## src/rtl/rv32i_pkg.sv

```systemverilog
// Shared rv32i core types: hazard controller FSM state and scoreboard constants.
package rv32i_pkg;

  localparam int unsigned SB_CNTW  = 2;
  localparam int unsigned HC_FCNTW = 3;

  typedef enum logic [1:0] {
    HC_RUN   = 2'd0,
    HC_STALL = 2'd1,
    HC_FLUSH = 2'd2
  } hc_state_t;

endpackage

```

## src/rtl/sb_counter.sv

```systemverilog
// One scoreboard entry: saturating up/down count of in-flight writes to a register.
module sb_counter
  import rv32i_pkg::*;
#(
  parameter int unsigned CNTW = SB_CNTW
) (
  input  logic clk,
  input  logic rst,
  input  logic inc,
  input  logic dec,
  output logic busy
);

  localparam logic [CNTW-1:0] CntMax = {CNTW{1'b1}};

  logic [CNTW-1:0] cnt_q, cnt_d;

  always_comb begin
    cnt_d = cnt_q;
    if (inc && !dec && cnt_q != CntMax) begin
      cnt_d = cnt_q + CNTW'(1);
    end else if (dec && !inc && cnt_q != '0) begin
      cnt_d = cnt_q - CNTW'(1);
    end
  end

  always_ff @(posedge clk) begin
    if (rst) begin
      cnt_q <= '0;
    end else begin
      cnt_q <= cnt_d;
    end
  end

  assign busy = (cnt_q != '0);

  // Both cases mean the pipeline lost track of a write; the count holds at its limit.
  overflow_chk : assert property (@(posedge clk) disable iff (rst)
    !(inc && !dec && cnt_q == CntMax));
  underflow_chk : assert property (@(posedge clk) disable iff (rst)
    !(dec && !inc && cnt_q == '0));

endmodule

```

## src/rtl/hazard_ctrl.sv

```systemverilog
// RAW-stall / branch-flush controller with per-register write scoreboard.
// Define HAZARD_PERF_CNT_EN to add the stall_cnt / flush_cnt performance counters.
module hazard_ctrl
  import rv32i_pkg::*;
#(
  parameter int unsigned ADW       = 5,
  parameter int unsigned NREG      = 32,
  parameter int unsigned CNTW      = SB_CNTW,
  parameter int unsigned FLUSH_CYC = 1
) (
  input  logic            clk,
  input  logic            rst,
  input  logic            validD,
  input  logic [ADW-1:0]  rs1D,
  input  logic [ADW-1:0]  rs2D,
  input  logic            use_rs1D,
  input  logic            use_rs2D,
  input  logic [ADW-1:0]  RdD,
  input  logic            regwriteD,
  input  logic [ADW-1:0]  RdW,
  input  logic            regwriteW,
  input  logic            branch_takenE,
  output logic            stallF,
  output logic            stallD,
  output logic            flushD,
  output logic            flushE,
  output logic [NREG-1:0] busy_regs,
  output logic [1:0]      state_o
`ifdef HAZARD_PERF_CNT_EN
  ,
  output logic [31:0]     stall_cnt,
  output logic [31:0]     flush_cnt
`endif
);

  localparam logic [HC_FCNTW-1:0] FlushLoad  = HC_FCNTW'(FLUSH_CYC - 1);
  localparam bit                  MultiFlush = (FLUSH_CYC > 1);

  hc_state_t           state_q, state_d;
  logic [HC_FCNTW-1:0] fcnt_q, fcnt_d;
  logic [NREG-1:1]     busy_hi;
  logic                hazard, in_flush, issue, retire;

  // x0 has no counter and is never busy.
  assign busy_regs = {busy_hi, 1'b0};
  assign in_flush  = (state_q == HC_FLUSH);

  assign hazard = validD && ((use_rs1D && rs1D != '0 && busy_regs[rs1D]) ||
                             (use_rs2D && rs2D != '0 && busy_regs[rs2D]));

  assign issue  = !rst && validD && regwriteD && RdD != '0 && !hazard && !in_flush &&
                  !branch_takenE;
  assign retire = !rst && regwriteW && RdW != '0;

  for (genvar i = 1; i < NREG; i++) begin : g_sb
    sb_counter #(
      .CNTW(CNTW)
    ) u_sb (
      .clk (clk),
      .rst (rst),
      .inc (issue && (RdD == ADW'(i))),
      .dec (retire && (RdW == ADW'(i))),
      .busy(busy_hi[i])
    );
  end

  // Priority: taken branch, then flush window, then hazard stall.
  always_comb begin
    flushD = 1'b0;
    flushE = 1'b0;
    stallD = 1'b0;
    stallF = 1'b0;
    if (!rst) begin
      flushD = branch_takenE || in_flush;
      flushE = branch_takenE || hazard;
      stallD = hazard && !branch_takenE && !in_flush;
      stallF = stallD;
    end
  end

  always_comb begin
    state_d = state_q;
    fcnt_d  = fcnt_q;
    case (state_q)
      HC_RUN, HC_STALL: begin
        if (branch_takenE) begin
          if (MultiFlush) begin
            state_d = HC_FLUSH;
            fcnt_d  = FlushLoad;
          end else begin
            state_d = HC_RUN;
          end
        end else begin
          state_d = hazard ? HC_STALL : HC_RUN;
        end
      end
      HC_FLUSH: begin
        if (branch_takenE) begin
          fcnt_d = FlushLoad;
        end else if (fcnt_q <= HC_FCNTW'(1)) begin
          state_d = HC_RUN;
          fcnt_d  = '0;
        end else begin
          fcnt_d = fcnt_q - HC_FCNTW'(1);
        end
      end
      default: begin
        state_d = HC_RUN;
        fcnt_d  = '0;
      end
    endcase
  end

  always_ff @(posedge clk) begin
    if (rst) begin
      state_q <= HC_RUN;
      fcnt_q  <= '0;
    end else begin
      state_q <= state_d;
      fcnt_q  <= fcnt_d;
    end
  end

  assign state_o = state_q;

`ifdef HAZARD_PERF_CNT_EN
  logic [31:0] stall_cnt_q, flush_cnt_q;

  always_ff @(posedge clk) begin
    if (rst) begin
      stall_cnt_q <= '0;
      flush_cnt_q <= '0;
    end else begin
      if (stallD) stall_cnt_q <= stall_cnt_q + 32'd1;
      if (branch_takenE) flush_cnt_q <= flush_cnt_q + 32'd1;
    end
  end

  assign stall_cnt = stall_cnt_q;
  assign flush_cnt = flush_cnt_q;
`endif

endmodule

```

## config.mk

```make
export PLATFORM = sky130hd
export DESIGN_NAME = hazard_ctrl
export DESIGN_NICKNAME = d
export VERILOG_FILES = /design/src/rtl/rv32i_pkg.sv /design/src/rtl/sb_counter.sv /design/src/rtl/hazard_ctrl.sv
export SDC_FILE = /design/constraint.sdc
export NUM_CORES = 1
export LEC_CHECK = 0
export ABC_CLOCK_PERIOD_IN_PS = 3300
export BUFFER_PORTS_ARGS = -buffer_cell sky130_fd_sc_hd__buf_2
export CORE_MARGIN = 3
export CORE_UTILIZATION = 30
export DETAILED_ROUTE_END_ITERATION = 12
export GPL_TIMING_DRIVEN = 0
export HOLD_SLACK_MARGIN = 0.08
export SLEW_MARGIN = 20
export SYNTH_ARGS = -nofsm -noshare
export SYNTH_HDL_FRONTEND = slang
export SYNTH_SLANG_ARGS = --single-unit
```

## constraint.sdc

```tcl
create_clock -name clk -period 3.3 [get_ports clk]
set_input_delay 0.165 -clock clk [delete_from_list [all_inputs] [get_ports clk]]
set_output_delay 0.165 -clock clk [all_outputs]
set_load 0.02 [all_outputs]
```

-- After elaboration in Yosys (flattened, before gate mapping)
Index checks and enable logic that the tools add are counted.
- bits in registers: 67
- input port bits: 28
- output and inout port bits: 38
- word-level logic and storage cells: 612
- $add $sub $neg: 63
- magnitude comparators: 3
- eq/ne operators: 97
- mux-type cells: 77
- reductions and logical operators: 339
- operators with widths (cell ; count):
    1-bit logical AND ; 201
    5-bit equality test (second input constant) ; 32
    2-bit two-way mux ; 64
    2-bit nonzero test ; 62
    5-bit by 4-bit equality test with 1-bit output (second input constant) ; 16
    1-bit logical NOT ; 66
    2-bit != test (second input constant) ; 32
    2-bit by 1-bit adder with 2-bit output (second input constant) ; 31
    2-bit by 1-bit subtractor with 2-bit output (second input constant) ; 31
    5-bit by 3-bit equality test with 1-bit output (second input constant) ; 8
    5-bit by 2-bit equality test with 1-bit output (second input constant) ; 4
    5-bit nonzero test ; 4
    5-bit by 6-bit less-than comparator with 1-bit output (second input constant) ; 2
    1-bit binary-select mux with 5-bit select ; 2
    5-bit by 1-bit equality test with 1-bit output (second input constant) ; 2
    1-bit two-way mux ; 7
    3-bit two-way mux ; 2
    3-bit one-hot mux with 2 select lines ; 1
    2-bit one-hot mux with 2 select lines ; 1
    3-bit by 1-bit less-or-equal comparator with 1-bit output (second input constant) ; 1
    1-bit logical OR ; 3
    3-bit by 1-bit subtractor with 3-bit output (second input constant) ; 1
    2-bit by 1-bit equality test with 1-bit output (second input constant) ; 1
    2-bit equality test (second input constant) ; 1
    other kinds (4) ; 4

-- Depth between registers and ports, before layout
Gate-level depths: netlist of the first run.
- depth after elaboration: 16
- depth in mapped cells: 12
- depth with buffers taken out: 8

-- Modules after synthesis
From an unflattened synthesis of the first run, not the netlist that was laid out.
- cells, all modules: 619
- area total of the unflattened synthesis: 5118.7 um^2
- modules (own cells, without submodules) (module ; instances ; cells an instance ; area an instance (um^2) ; sequential area each (um^2)):
    sb_counter ; 31 ; 13 ; 118.9 ; 40.0
    hazard_ctrl ; 1 ; 216 ; 1433.9 ; 20.0

-- Worst setup path after synthesis of the first run
Ideal clock, no wire load.
- path kind: input-to-reg
- start: in rs2D[2]
- end: reg g_sb[29].u_sb.cnt_q[0]
- library setup time: 0.141 ns
- arrival time: 2.645 ns
- data required time: 3.159 ns
- slack: 0.514 ns
- stages on the path: 10
- buffers on the path: 3
- path through: clkbuf_1 mux4_2 mux2_2 a2111o_1 and3_4 buf_6 buf_2 a31oi_1 mux2i_1 o311ai_0
- longest elaborated chain between the ends: 14
- elaborated cells on any way between the ends: 19
- those cells by class: mux (3); reduce/logical (16)
- ends and longest elaborated chain (what ; line ; source):
    start, declared ; hazard_ctrl.sv:15 ; input logic [ADW-1:0] rs2D,
    1-bit binary-select mux with 5-bit select / 5-bit nonzero test (equally long branches) ; hazard_ctrl.sv:49 ; (use_rs2D && rs2D != '0 && busy_regs[rs2D]));
    1-bit two-way mux (implied by the code) / 1-bit logical AND (equally long branches) ; hazard_ctrl.sv:49 ;
    1-bit logical AND (*) ; hazard_ctrl.sv:49 ;
    1-bit logical OR (*) ; hazard_ctrl.sv:48 ; assign hazard = validD && ((use_rs1D && rs1D != '0 && busy_regs[rs1D]) ||
    1-bit logical AND (*) ; hazard_ctrl.sv:48 ;
    1-bit logical NOT (*) ; hazard_ctrl.sv:51 ; assign issue = !rst && validD && regwriteD && RdD != '0 && !hazard && !in_flush &&
    1-bit logical AND (*) (3 in a row) ; hazard_ctrl.sv:51 ;
    1-bit logical AND (*) ; hazard_ctrl.sv:61 ; .inc (issue && (RdD == ADW'(i))),
    1-bit logical NOT ; sb_counter.sv:22 ; end else if (dec && !inc && cnt_q != '0) begin
    1-bit logical AND (2 in a row) ; sb_counter.sv:22 ;
    2-bit nonzero test (no source line) ; -- ;
    end signal, assigned ; sb_counter.sv:31 ; cnt_q <= cnt_d;
    end, declared ; sb_counter.sv:16 ; logic [CNTW-1:0] cnt_q, cnt_d;
Every way passes the cells marked *; elsewhere a longest branch is shown, timed or not. The select of a mux whose other input is x is not followed.
A chain may end at the register's enable or synchronous reset.

-- Final worst setup path of the first run
- start: reg g_sb[15].u_sb.cnt_q[0]
- end: reg g_sb[10].u_sb.cnt_q[0]
- longest elaborated chain between the ends: 15
- elaborated cells on any way between the ends: 21
- those cells by class: mux (5); reduce/logical (16)
- ends and longest elaborated chain (what ; line ; source):
    start, declared ; sb_counter.sv:16 ;
    start signal, assigned ; sb_counter.sv:31 ;
    2-bit nonzero test (*) ; sb_counter.sv:35 ; assign busy = (cnt_q != '0);
    via g_sb[15].u_sb.busy ; sb_counter.sv:11 ; output logic busy
    1-bit binary-select mux with 5-bit select (on tied branches) ; hazard_ctrl.sv:48, hazard_ctrl.sv:49 ;
    1-bit two-way mux (on tied branches) ; hazard_ctrl.sv:48, hazard_ctrl.sv:49 ;
    1-bit logical AND (on tied branches) ; hazard_ctrl.sv:48, hazard_ctrl.sv:49 ;
    1-bit logical OR (*) ; hazard_ctrl.sv:48 ;
    1-bit logical AND (*) ; hazard_ctrl.sv:48 ;
    1-bit logical NOT (*) ; hazard_ctrl.sv:51 ;
    1-bit logical AND (*) (3 in a row) ; hazard_ctrl.sv:51 ;
    1-bit logical AND (*) ; hazard_ctrl.sv:61 ;
    1-bit logical NOT ; sb_counter.sv:22 ;
    1-bit logical AND (2 in a row) ; sb_counter.sv:22 ;
    2-bit nonzero test (no source line) ; -- ;
    end signal, assigned ; sb_counter.sv:31 ;
    end, declared ; sb_counter.sv:16 ;
The timed path passes the listed nets; every way through them passes the cells marked *. The select of a mux whose other input is x is not followed.

==> flow_summary.ini, run 1 <==
[cts]
cts_buffers = 9
cts.sinks = 63
clkLatencyLatePin_ns = 0.34
htreeDepth = 3
cts_tree = done
clockRootBuffer = clkbuf_16
ctsLongestPathBuffers = 2
clkTransAtPathRegs_ns = 0.05

[sta]
slew_violations = 0
hold_viol_final = 0
setup_tns_ns = 0
min_period_over_period_pct = 98.7
setup_viol = 0
slew_headroom_pct = 40.5
finalClockSkew_ns = 0.00587
setup_slack_ns = 0.0435
fmax_mhz = 307
rsz0062_at_grt = yes
worst_pin_slew_ns = 0.893
post-route-min-period_ns = 3.26

[setup_path]
critPathKind = reg -> reg
critPathMaxFanout = 10
worstPathRequired_ns = 3.50
startpoint_type = flip-flop
cp_top_family = simple AND/OR/NAND/NOR gates
worst_path_max_delay_cell = nor3_1
rrSetupSlack_ns = 0.04
cp_common_cell = clkbuf_1
crit_buf_inv = 2
setup.worst_path.start = g_sb[15].u_sb.cnt_q[0]
worstSetupPathDepth = 10
rr_startpoint = g_sb[15].u_sb.cnt_q[0]
slowest_delay_ns = 0.50
critPathCaptureType = flip-flop
worstPathArrival_ns = 3.46
cp_cell_sequence = or2_2 > mux4_2 > o211ai_1 > o31ai_1 > and2_1 > clkbuf_1 > clkbuf_1 > nor3_1 > mux2i_1 > a31oi_1
r2r_cells = 10

[logic_synthesis]
yosysWarnings = 0
synthFlopType = dfxtp_1
synth_cell_type_count = 71
ys_seq_area_share_pct = 23.0
synthArstFlopShare_pct = 0
synth_area_per_cell_um2 = 7.18
ys_ff_latch = 63
netlist_instances = 763
synth-edff-count = 0
syn_area_mm2 = 0.00548

[floorplan]
fp.dieH_um = 141
io_pins = 66
initial_core_util_pct = 31.2
rows = 48
chipWidth_um = 141
core_mm2 = 0.0176
die_area_mm2 = 0.0199

[placed_design]
numPortBuffers = 58
dp_hpwl_um = 14900
post-place-ws_ns = -0.168
place.gp.congestion = 0.993
placedInstanceArea_mm2 = 0.00606

[global_routing]
grt_pass1_vias = 5314
grt_start_max_net_pins = 11
grt_use_total_pct = 19.0
grt-ovfl-total = 0
antenna_found_initial = 0
grt_pass1_wl_um = 29500

[min_path]
min_path_cells = 5
min_from = RdD[1]
hold_path.class = in -> reg

[power]
power_w = 0.00198
p_clk_share_pct = 48.6
vdd_drop_max_v = 0.000259
pwr-share-comb_pct = 12.9
p_int_w = 0.00143
p_per_area_mw_per_mm2 = 309
seqPwrFrac_pct = 38.5
leakage_nw = 2.52
p_sw_share_pct = 27.8
p_switching_w = 0.000551

[detailed_routing]
wl_per_cell_um = 18.6
wl_um = 19800
firstDrtPassIters = 7
antenna_left = 0
drt_iter0_drc = 600
drc = 0
vias_per_cell = 5.75
num_vias = 6114

[layout]
nNetsFinal = 861
area_delta_synth_final_pct = 17.0
drive_gt1_share_pct = 21.5
fill_cells = 1899
antenna_cells = 0
multi_input_area_mm2 = 0.00373
final_cell_area_mm2 = 0.00641
layout_commonest_cell = nor2_1
layout_common_cells = nor2_1, nand2_1, buf_2
regArea_mm2 = 0.00127

[flow_run]
maxCapViolations = 0

[status]
outcome = complete, no violations
## synthesized netlist by cell type, types with 5 or more instances
master / instances / area share [%]
mux2i_1: 11 / 2.0
o211ai_1: 13 / 1.8
nand2_1: 79 / 5.4
or2_2: 15 / 1.7
o21ai_0: 40 / 3.7
clkbuf_1: 31 / 2.1
inv_1: 37 / 2.5
buf_4: 34 / 4.7
dfxtp_1: 63 / 23
nor3b_1: 12 / 1.6
nand3_1: 21 / 1.9
nor2_1: 81 / 5.5
nor2b_1: 27 / 3.1
a31oi_1: 21 / 2.4
and2_1: 11 / 1.3
a21oi_1: 36 / 3.3
a21o_1: 5 / 0.68
o22ai_1: 7 / 0.80
o21bai_1: 7 / 0.96
and3_1: 6 / 0.68
nor4_1: 17 / 1.9
mux2_2: 23 / 4.7
nand2b_1: 13 / 1.5
o31ai_1: 15 / 2.1
nand3b_1: 5 / 0.68
o21a_1: 5 / 0.68
nand4_1: 16 / 1.8
nor3_1: 31 / 2.8
or3_1: 7 / 0.80
## cell type report
type / instances / share of cell area, %
flip-flops and latches: 63 / 19.8
inverters: 38 / 2.22
clock inverters: 4 / 0.702
repair buffers: 58 / 4.53
clock buffers: 12 / 3.84
plain buffers: 70 / 6.38
well taps: 225 / 4.39
multi-input cells: 593 / 58.1
## routing by layer
metal,global-route usage (%),vias to the layer above,share of wire [%]
li1,-,2905,-
met1,25.6,2878,44
met2,29.0,288,44
met3,5.53,43,9.2
met4,6.73,0,3.1
met5,0,-,0
## kinds of logic (layout without fill, tap and decap cells)
group / count (synthesis) / count (layout) / synth area share (%)
flip-flops: 63 / 63 / 23.0
AO/OA/AOI/OAI: 189 / 189 / 22.7
other: 1 / 2 / 0.0684
AND/OR/NAND/NOR: 360 / 360 / 33.9
multiplexers: 42 / 42 / 10.3
buffers and inverters: 108 / 182 / 9.95
## per-stage QoR
stage | util, % | hold slack [ns] | cells
3_3_place_gp | 34.4 | 0.473 | 1047
6_report | 36.4 | 0.373 | 1063
4_1_cts | 36.1 | 0.356 | 1063
5_1_grt | 36.4 | 0.398 | 1063
2_1_floorplan | - | 0.423 | 764
3_5_place_dp | 34.4 | 0.480 | 1047
## flip-flops by register name (all words and copies together) (netlist names)
name             cells
g_sb.u_sb.cnt_q     62
state_o              1
## path summary, 6_finish.rpt
kind                       endpoint
max reg2reg  g_sb[10].u_sb.cnt_q[0]
max          g_sb[10].u_sb.cnt_q[0]
min          g_sb[15].u_sb.cnt_q[1]
min reg2reg  g_sb[26].u_sb.cnt_q[0]
## repair_timing
item,4_1_cts,5_1_grt
hold buffers,0,0
buffers inserted,0,0
setup endpoints to repair,3,16
resized for setup,3,21
## worst register-to-register path, delay by kind of cell (launching register included)
family / cells / cell delay (ns)
mux: 2 / 0.71
buf+inv: 2 / 0.65
flops: 1 / 0.33
simple gates: 3 / 1.05
compound gates: 3 / 0.37
## power groups by stage
stage	clock [W]	combinational [W]	sequential (W)
after CTS	0.000976	0.000242	0.000763
after global routing	0.00101	0.000270	0.000763
after global placement	0	0.000239	0.000780
after floorplan	0	0.000139	0.000780
after detailed placement	0	0.000239	0.000780
final	0.000963	0.000256	0.000763
Note: power is estimated with default switching activity, not from simulation.
==> run 2, diff against run 1 <==
Settings changed: SETUP_SLACK_MARGIN from default to 0.2.
==> flow_summary.ini, run 2 (same netlist as run 1, synthesis figures left out) <==
[status]
outcome = complete, no violations

[placed_design]
numPortBuffers = 58
placedCellCount = 1047
place.gp.congestion = 0.993
dp_hpwl_um = 14900
placedInstanceArea_mm2 = 0.00606

[sta]
finalClockSkew_ns = 0.00456
slew_violations = 0
slew_headroom_pct = 38.1
post-route-min-period_ns = 3.12
min_period_over_period_pct = 94.6
rsz0062_at_grt = yes
hold_viol_final = 0
fmax_mhz = 320
setup_viol = 0
worst_pin_slew_ns = 0.929

[setup_path]
r2r_cells = 9
worstPathRequired_ns = 3.13
rrSetupSlack_ns = 0.33
worstPathArrival_ns = 2.96
critPathKind = reg -> out
critPathMaxFanout = 10
critPathCaptureType = output pin
startpoint_type = flip-flop
rr_startpoint = g_sb[15].u_sb.cnt_q[0]
r2r-end = g_sb[24].u_sb.cnt_q[0]

[layout]
regArea_mm2 = 0.00128
regMostFlops = g_sb.u_sb.cnt_q
layout.cells.non_filler = 1068
multi_input_area_mm2 = 0.00376
layout_commonest_cell = nor2_1
layout_common_cells = nor2_1, nand2_1, buf_2
nNetsFinal = 866
fill_cells = 1898
largest_reg_flops = 62
final_cell_area_mm2 = 0.00650
area_delta_synth_final_pct = 18.6
utilization_pct = 37.0
drive_gt1_share_pct = 23.8
antenna_cells = 0

[floorplan]
io_pins = 66
initial_core_util_pct = 31.2
chipWidth_um = 141
fp.dieH_um = 141
rows = 48
core_mm2 = 0.0176
die_area_mm2 = 0.0199

[cts]
cts_buffers = 9
clkTransAtPathRegs_ns = 0.05
htreeDepth = 3
clockRootBuffer = clkbuf_16
cts.sinks = 63
cts_tree = done
ctsLongestPathBuffers = 2
clkLatencyLatePin_ns = 0.34

[detailed_routing]
vias_per_cell = 5.72
antenna_left = 0
firstDrtPassIters = 6
wl_um = 19900
drt_iter0_drc = 658
num_vias = 6107
wl_per_cell_um = 18.6
drc = 0

[power]
p_sw_share_pct = 27.8
p_int_w = 0.00144
p_per_area_mw_per_mm2 = 306
p_clk_share_pct = 48.2
p_switching_w = 0.000553
seqPwrFrac_pct = 38.3
leakage_nw = 2.59
pwr-share-comb_pct = 13.5
power_w = 0.00199
vdd_drop_max_v = 0.000258

[global_routing]
grt_pass1_wl_um = 29700
grt_start_max_net_pins = 11
grt-ovfl-total = 0
grt_pass1_vias = 5307
antenna_found_initial = 0
grt_use_total_pct = 19.2

[min_path]
min_from = RdD[1]
holdPathEnd = g_sb[15].u_sb.cnt_q[1]
hold_path.class = in -> reg
min_path_cells = 5

[flow_run]
maxCapViolations = 0
==> run 2: cell types whose count changed in the layout (fill, tap and decap cells not counted), sizes merged <==
cell / before / now
buf: 96 / 102
clkbuf: 44 / 43
==> run 2: through the flow <==
stage	setup TNS (ns)	hold slack [ns]	worst slack (ns)
global route	0	0.394	0.0812
detailed placement	-1.34	0.480	-0.168
global placement	-1.43	0.473	-0.203
CTS	0	0.355	0.149
floorplan	0	0.423	0.514
finish	0	0.356	0.177
==> run 2: power by group through the flow <==
stage	Clock [W]	Combinational (W)	Sequential [W]
6_report	0.000960	0.000270	0.000763
4_1_cts	0.000976	0.000247	0.000763
3_5_place_dp	0	0.000239	0.000780
2_1_floorplan	0	0.000139	0.000780
3_3_place_gp	0	0.000239	0.000780
5_1_grt	0.00101	0.000283	0.000763
==> run 2: per-layer routing <==
metal  wire length (um)  GRT usage, %  vias to the layer above
li1                   -             -                     2908
met2               8650          29.0                      271
met3               1880          5.80                       44
met1               8760          25.8                     2884
met4                575          7.04                        0
met5                  0             0                        -
==> run 2: how the worst max path moves through the flow <==
stage	to	startpoint	slack, ns	cells past startpoint
final	flushE	g_sb[31].u_sb.cnt_q[0]	0.18	10
after global routing	flushE	g_sb[18].u_sb.cnt_q[0]	0.08	10
after CTS	flushE	g_sb[29].u_sb.cnt_q[0]	0.15	10
after detailed placement	g_sb[25].u_sb.cnt_q[0]	rs2D[2]	-0.17	11
after global placement	g_sb[2].u_sb.cnt_q[0]	rs2D[2]	-0.20	12
after floorplan	g_sb[29].u_sb.cnt_q[0]	rs2D[2]	0.51	10
==> run 2: cell type report <==
| cell class | instances | share of cell area (%) |
|---|---|---|
| Inverter | 38 | 2.19 |
| Sequential cell | 63 | 19.6 |
| Multi-Input combinational cell | 593 | 57.9 |
| Timing Repair Buffer | 63 | 5.04 |
| Clock inverter | 4 | 0.693 |
| Buffer | 70 | 6.44 |
| Tap cell | 225 | 4.33 |
| Clock buffer | 12 | 3.79 |
==> run 2: what timing repair did <==
action / 4_1_cts / 5_1_grt
setup buffers: 1 / 4
setup endpoints to repair: 9 / 35
pin swaps: 0 / 1
resized for setup: 9 / 38
gates cloned: 0 / 0
hold buffers: 0 / 0
==> run 2: worst max-delay path, cell delays in order, from the launching register on <==
cell and delay (ns):
dfxtp_1 0.39, nor2_1 0.12, mux4_1 0.51, mux4_2 0.47, or2_1 0.25, and3_4 0.19, clkbuf_4 0.20, nand2_4 0.11
a21oi_1 0.08, nor2_1 0.10, buf_2 0.18
